### config.mk
export PLATFORM = sky130hd
export DESIGN_NAME = imul2_seq_ctrl
export DESIGN_NICKNAME = d
export VERILOG_FILES = /design/src/rtl/imul2_seq_ctrl.sv
export SDC_FILE = /design/constraint.sdc
export NUM_CORES = 1
export LEC_CHECK = 0
export ABC_AREA = 1
export CAP_MARGIN = 20
export CORE_ASPECT_RATIO = 1.4
export CORE_MARGIN = 2
export CORE_UTILIZATION = 40
export DETAILED_ROUTE_END_ITERATION = 8
export PLACE_DENSITY = 0.7
export SKIP_CTS_REPAIR_TIMING = 1
export SYNTH_ARGS = -nofsm -noshare
export SYNTH_HDL_FRONTEND = slang
export SYNTH_SLANG_ARGS = --single-unit
### constraint.sdc
create_clock -name Clock -period 7.05 [get_ports Clock]
set_input_delay 1.41 -clock Clock [delete_from_list [all_inputs] [get_ports Clock]]
set_output_delay 1.41 -clock Clock [all_outputs]
set_load 0.02 [all_outputs]
### src/rtl/imul2_seq_ctrl.sv
// imul2_seq_ctrl: sequential radix-4 unsigned multiplier, one 2-bit digit of B per cycle,
// operands taken on a start handshake and the product held under valid/ready.
module imul2_seq_ctrl #(
    parameter int SIZE = 16,
    parameter int CNTW = $clog2(SIZE/2)+1
) (
    input  logic              Clock,
    input  logic              Reset,
    input  logic              iStart,
    input  logic [SIZE-1:0]   iA,
    input  logic [SIZE-1:0]   iB,
    output logic              oBusy,
    output logic              oValid,
    input  logic              iReady,
    output logic [2*SIZE-1:0] oResult
);
    typedef enum logic [1:0] {IDLE, RUN, DONE} state_t;
    localparam logic [CNTW-1:0] LAST = CNTW'(SIZE/2-1);
    state_t              state;
    logic [CNTW-1:0]     count;
    logic [SIZE-1:0]     ra, rb;
    logic [2*SIZE+1:0]   acc, sum;
    logic [SIZE+1:0]     pp;
    always_comb begin
        pp  = rb[1:0] == 2'd0 ? '0 :
              rb[1:0] == 2'd1 ? {2'b00, ra} :
              rb[1:0] == 2'd2 ? {1'b0, ra, 1'b0} :
                                {2'b00, ra} + {1'b0, ra, 1'b0};
        // digit weight enters at the top; shifting right keeps acc aligned to the next digit
        sum = acc + {pp, {SIZE{1'b0}}};
    end
    always_ff @(posedge Clock) begin
        if (!Reset) begin
            state   <= IDLE;
            count   <= '0;
            ra      <= '0;
            rb      <= '0;
            acc     <= '0;
            oBusy   <= 1'b0;
            oValid  <= 1'b0;
            oResult <= '0;
        end else begin
            case (state)
                IDLE: if (iStart) begin
                    ra    <= iA;
                    rb    <= iB;
                    acc   <= '0;
                    count <= '0;
                    oBusy <= 1'b1;
                    state <= RUN;
                end
                RUN: begin
                    acc   <= sum >> 2;
                    rb    <= rb >> 2;
                    count <= count + 1'b1;
                    if (count == LAST) state <= DONE;
                end
                DONE: if (!oValid) begin
                    oValid  <= 1'b1;
                    oResult <= acc[2*SIZE-1:0];
                end else if (iReady) begin
                    oValid <= 1'b0;
                    oBusy  <= 1'b0;
                    state  <= IDLE;
                end
                default: state <= IDLE;
            endcase
        end
    end
endmodule
==> results of run 1 <==
-- report_power, final --
part	internal [mW]	total [mW]	switching, mW
combinational	0.110	0.316	0.206
sequential	0.618	0.650	0.0318
clock	0.270	0.484	0.214
total	0.998	1.45	0.451
-- layer usage --
| layer | vias to the layer above | part of all wire [%] |
|---|---|---|
| li1 | 2865 | - |
| met3 | 22 | 3.2 |
| met4 | 0 | 2.5 |
| met2 | 99 | 50 |
| met1 | 2439 | 44 |
| met5 | - | 0 |
-- worst paths after layout --
check / slack (ps) / end / startpoint
worst max register to register: 3530 / acc[31] / ra[0]
worst max-delay path: 3530 / acc[31] / ra[0]
worst min register to register: 460 / oResult[10] / oResult[10]
worst min-delay path: 460 / oResult[10] / oResult[10]
-- per-stage QoR --
step           total power [mW]  std cells  setup slack, ps
2_1_floorplan             0.903        828             3990
3_3_place_gp              0.972       1052             3550
3_5_place_dp              0.976       1052             3520
4_1_cts                    1.46       1068             3530
5_1_grt                    1.53       1068             3140
6_report                   1.45       1068             3530
-- kinds of logic (layout without fill, tap and decap cells) --
family | Yosys count | in the layout | share of synthesized area, %
AO/OA/AOI/OAI | 222 | 222 | 21.9
XOR/XNOR | 8 | 8 | 1.19
adder cells (fa/ha/maj) | 35 | 35 | 7.72
buffers and inverters | 114 | 165 | 8.53
flip-flops | 104 | 104 | 35.5
AND/OR/NAND/NOR | 345 | 345 | 25.2
-- registers in the layout, indices dropped and copies added (netlist names) --
name,count
oValid,1
ra,16
oBusy,1
count,4
rb,16
oResult,32
state,2
acc,32
-- worst min-delay path, stage by stage, from the launching register on --
cell,delay [ps]
dfxtp_1,310
nand2_1,60
a21oi_1,50
-- cell type report --
class	instances	area [um2]
Timing Repair Buffer	73	721
Multi-Input combinational cell	610	3290
Tap cell	189	236
Fill cell	1406	7470
Clock buffer	13	270
Clock inverter	3	25.0
Inverter	76	285
Sequential cell	104	2080
-- synthesized netlist by cell type (6+ instances only) --
cell type / count
inv_2: 11
a211oi_1: 26
o21ai_0: 37
ha_1: 33
a21oi_1: 116
buf_2: 7
clkbuf_1: 20
nand2_2: 7
nand3_1: 48
nand2_1: 207
xor2_1: 6
nor2_1: 58
inv_1: 64
dfxtp_1: 104
o21ai_1: 10
==> results.md, run 1 <==
- Outcome: complete, no violations
- Data required time at the worst endpoint: 7320 ps
- Most common cell after layout, fill and taps aside: nand2_1
- Synth area leader: dfxtp_1
- Crit path cell chain: ha_1, inv_1, fa_1, nand3b_1, nand2_1, nand2_1, nand3_1, a21boi_2, xor2_1, nand2_1, o211ai_1, o21ai_1, ha_1, nand2_1, nor3_1, nand2_1, nand2_2, nand2_1, nand2_1, nand4_1, nand2_1, nand3_1, a21oi_2
- Ant. Diodes: 0
- Port bufs: 69
- Routability cong.: 0.914
- CP endpoint kind: register
- WS Path Type: reg -> reg
- Tcrit/Tclk final: 50.0%
- Ys Warns: 0
- Syn Area/Cell: 7.09 um2
- Initial Utilization: 40.8%
- Share of cells above drive strength 1: 7.05%
- Worst setup SP type: register
- Largest fanout on the critical path: 5
- Core area: 14,400 um2
- Pwr per Cell Area: 210 nW/um2
- Number of cells on the critical path: 23
- First-pass GRT wire length: 23,400 um
- GRT met1 Usage: 22.1%
- DRT iter0 DRCs: 285
- Worst vdd ir: 0.0966 mV
- Grt peak-use layer: met2
- I/O Pins: 70
- Clk_skew: 5.94 ps
- Hold crit path type: reg -> reg
- Worst-path clk slew: 70 ps
- Least-Margin Pin Slew: 1030 ps
- Via density: 5.08
- Min Hold Slack: 458 ps
- Post-DR wirelength/cell: 12.9 um
- Critical Path AT: 3800 ps
- Initial antenna violation count: 0
- Yosys top cell area share: 35.5%
- Synth top area cells: dfxtp_1 35%, nand2_1 13%, a21oi_1 9.9%, ha_1 7.0%, nand3_1 4.1%
- Final WL: 13,800 um
- # nets final: 945
- TritonCTS clock tree: yes
- EDFF count, synth: 0
- # DRC: 0
- Grt met2 use: 31.8%
- Root buf cell: clkbuf_16
- Die width: 106 um
- Reg2Reg Depth: 23
- H-tree depth: 3
- Worst path top cell family by delay: simple AND/OR/NAND/NOR gates
- Cell area after synthesis: 5870 um2
- Mapped Nets: 899
- Vias in the first global route: 5,135
- Die area: 15,700 um2
- Setup TNS: 0 ps
- Hold path cells: 2
- DP Area: 6610 um2
- Crit path buf inv count: 1
- Row cnt: 52
- Cell mode on critical path: nand2_1
- Mapped Cells: 828
- Die Y-Extent: 147 um
- Leak: 2.80 nW
- Area growth from synthesis to final layout: 17.7%
- Min Clock Period, post-route: 3520 ps
- Overflow after GRT: 0
- CP max-delay cell: dfxtp_1
- Clk sinks: 104
- CTS Buffer Depth: 2
- RSZ-0062 raised after global routing: false
- Max-slew headroom: 31.0%
- Worst-Skew Late Latency: 340 ps
- Largest net degree at the start of global routing: 67
- DR pass1 iterations: 4
- Final setup fails: 0
- CP peak stage delay: 400 ps
- Final hold violation count: 0
- Post-synthesis sequential area ratio: 35.5%
- Total CTS buffers: 9
- DPL Wire Length: 10,000 um
- Asr flop ratio synth: 0%
- Most common flop cell mapped by yosys: dfxtp_1
- Fin area: 6910 um2
- Fmax: 0.284 GHz
- Max-slew violation count: 0
- Gr usage total: 18.1%
- Flip-flop and latch count after synthesis: 104
- Commonest cells after routing, fill and taps aside: 207 x nand2_1, 116 x a21oi_1, 104 x dfxtp_1, 69 x clkdlybuf4s50_1, 64 x inv_1
- Routed Antenna Nets: 0
- Unique masters post-synth: 53
- M3 GR Usage: 2.62%
- Via count: 5,425
- Finished Core Util: 48.0%
- Max-cap viol count: 0
No activity file was read; power rests on OpenSTA's default activity.
==> run 2, diff against run 1 <==
PLACE_DENSITY = 0.73   (was 0.7)
clock period = 3 ns   (was 7.05 ns; I/O delays follow)
==> results.md, run 2 (same netlist as run 1, synthesis figures left out) <==
- Outcome: complete, but fails checks
- Violated checks: negative setup slack
- Flop pwr share: 40.9%
- DRT iter0 DRCs: 325
- DPL Wire Length: 10,500 um
- DR pass1 iterations: 5
- Critical Path Start: ra[1]
- Die area: 15,700 um2
- Row cnt: 52
- Clk sinks: 104
- Most common cell after layout, fill and taps aside: nand2_1
- Hold crit path type: reg -> reg
- Hold Path Sink: rb[12]
- # nets final: 1,003
- Max-slew headroom: 54.5%
- I/O Pins: 70
- Initial antenna violation count: 0
- Clk_skew: 7.92 ps
- Port bufs: 69
- Overflow after GRT: 0
- Initial Utilization: 40.8%
- Worst path top cell family by delay: simple AND/OR/NAND/NOR gates
- CP max-delay cell: dfxtp_2
- Via density: 5.10
- DP Area: 7020 um2
- Post-route setup slack: -174 ps
- Min Clock Period, post-route: 3170 ps
- Placed instance count: 1,103
- Final setup fails: 8
- Least-Margin Pin Slew: 681 ps
- Sw power: 1.20 mW
- Via count: 5,741
- R2r startpoint: ra[1]
- Final std cells w/o fill: 1,126
- Critical Path AT: 3420 ps
- Biggest regs: acc: 32 flops, oResult: 32 flops
- Worst vdd ir: 0.264 mV
- Reg2Reg Depth: 20
- Worst-path clk slew: 80 ps
- Share of cells above drive strength 1: 19.2%
- Post-DR wirelength/cell: 13.1 um
- Die width: 106 um
- First-pass GRT wire length: 23,700 um
- Fill cells: 1,346
- RSZ-0062 raised after global routing: true
- CTS Buffer Depth: 2
- Sw frac: 32.3%
- Core area: 14,400 um2
- Fmax: 0.315 GHz
- Crit path cell chain: ha_4, inv_2, fa_2, nand3b_1, nand2_2, a31o_4, xnor2_2, nand2_1, o211ai_1, nand2_1, ha_4, a21oi_2, a21boi_2, nand2_2, buf_4, buf_4, a31oi_1, nand2_1, nand3_2, a21oi_2
- Largest net degree at the start of global routing: 41
- CP endpoint kind: register
- # DRC: 0
- Gr usage total: 18.4%
- Clock Power Share: 33.7%
- HP Start: rb[12]
- H-tree depth: 3
- Tcrit/Tclk final: 106%
- TritonCTS clock tree: yes
- Vias in the first global route: 5,405
- Hold path cells: 2
- Placement Setup Slack: -193 ps
- Total CTS buffers: 9
- Commonest cells after routing, fill and taps aside: 194 x nand2_1, 108 x a21oi_1, 96 x dfxtp_1, 69 x clkdlybuf4s50_1, 62 x inv_1
- Routed Antenna Nets: 0
- CP peak stage delay: 370 ps
- Cell mode on critical path: nand2_1
- Area growth from synthesis to final layout: 31.2%
- WS Path Type: reg -> reg
- Leak: 3.17 nW
- Root buf cell: clkbuf_16
- Data required time at the worst endpoint: 3250 ps
- Pwr per Cell Area: 481 nW/um2
- Final hold violation count: 0
- Worst reg2reg setup slack: -170 ps
- Max-slew violation count: 0
- Ant. Diodes: 0
- Worst setup SP type: register
- Die Y-Extent: 147 um
- Fin area: 7700 um2
- Gate power share: 25.4%
- Worst reg2reg endpoint: acc[30]
- Largest fanout on the critical path: 5
- Worst-Skew Late Latency: 350 ps
- Max-cap viol count: 0
- Routability cong.: 0.914
- Cell internal pwr: 2.51 mW
- Crit path buf inv count: 3
- Final WL: 14,800 um
-- run 2: layout make-up --
cell class | instances | area (um2) | share of cell area [%]
Multi-Input combinational cell | 610 | 3590 | 46.7
Sequential cell | 104 | 2100 | 27.2
Timing Repair Buffer | 131 | 1180 | 15.3
Inverter | 76 | 285 | 3.70
Tap cell | 189 | 236 | 3.07
Clock buffer | 9 | 225 | 2.92
Clock inverter | 7 | 86.3 | 1.12
-- run 2: stage by stage --
stage | utilization [%] | TNS [ps] | hold WS [ps] | power [mW]
6_report | 53.6 | -760 | 461 | 3.71
5_1_grt | 53.6 | -2230 | 478 | 3.88
4_1_cts | 51.0 | -1150 | 462 | 3.64
3_5_place_dp | 48.8 | -895 | 451 | 2.40
3_3_place_gp | 48.8 | -351 | 440 | 2.39
2_1_floorplan | - | 0 | 430 | 2.12
-- run 2: worst reg2reg max path: cells and delay by family, from the launching register on --
| family | cells | cell delay, ps |
|---|---|---|
| AOI/OAI and AO/OA | 6 | 760 |
| xor gates and xnor gates | 1 | 100 |
| adders and majority gates | 3 | 750 |
| buffers and inverters | 3 | 300 |
| DFF | 1 | 370 |
| and+or+nand+nor | 7 | 810 |
-- run 2: worst max-delay path by stage --
stage / to / slack [ps] / cells past startpoint
after floorplan: acc[30] / 10 / 22
after CTS: acc[30] / -210 / 22
after global placement: acc[30] / -100 / 22
after global routing: acc[31] / -380 / 22
after detailed placement: acc[30] / -190 / 22
final: acc[30] / -170 / 20
-- run 2: power groups by stage --
stage	Combinational (mW)	Sequential (mW)	Clock (mW)
floorplan	0.592	1.53	0
global placement	0.856	1.54	0
detailed placement	0.864	1.54	0
CTS	0.872	1.51	1.26
global route	1.04	1.53	1.32
finish	0.942	1.52	1.25
-- run 2: routing by layer --
layer	part of all wire [%]	track usage [%]
met3	3.1	2.97
met2	51	32.7
met4	2.6	7.37
met5	0	0
met1	43	21.7
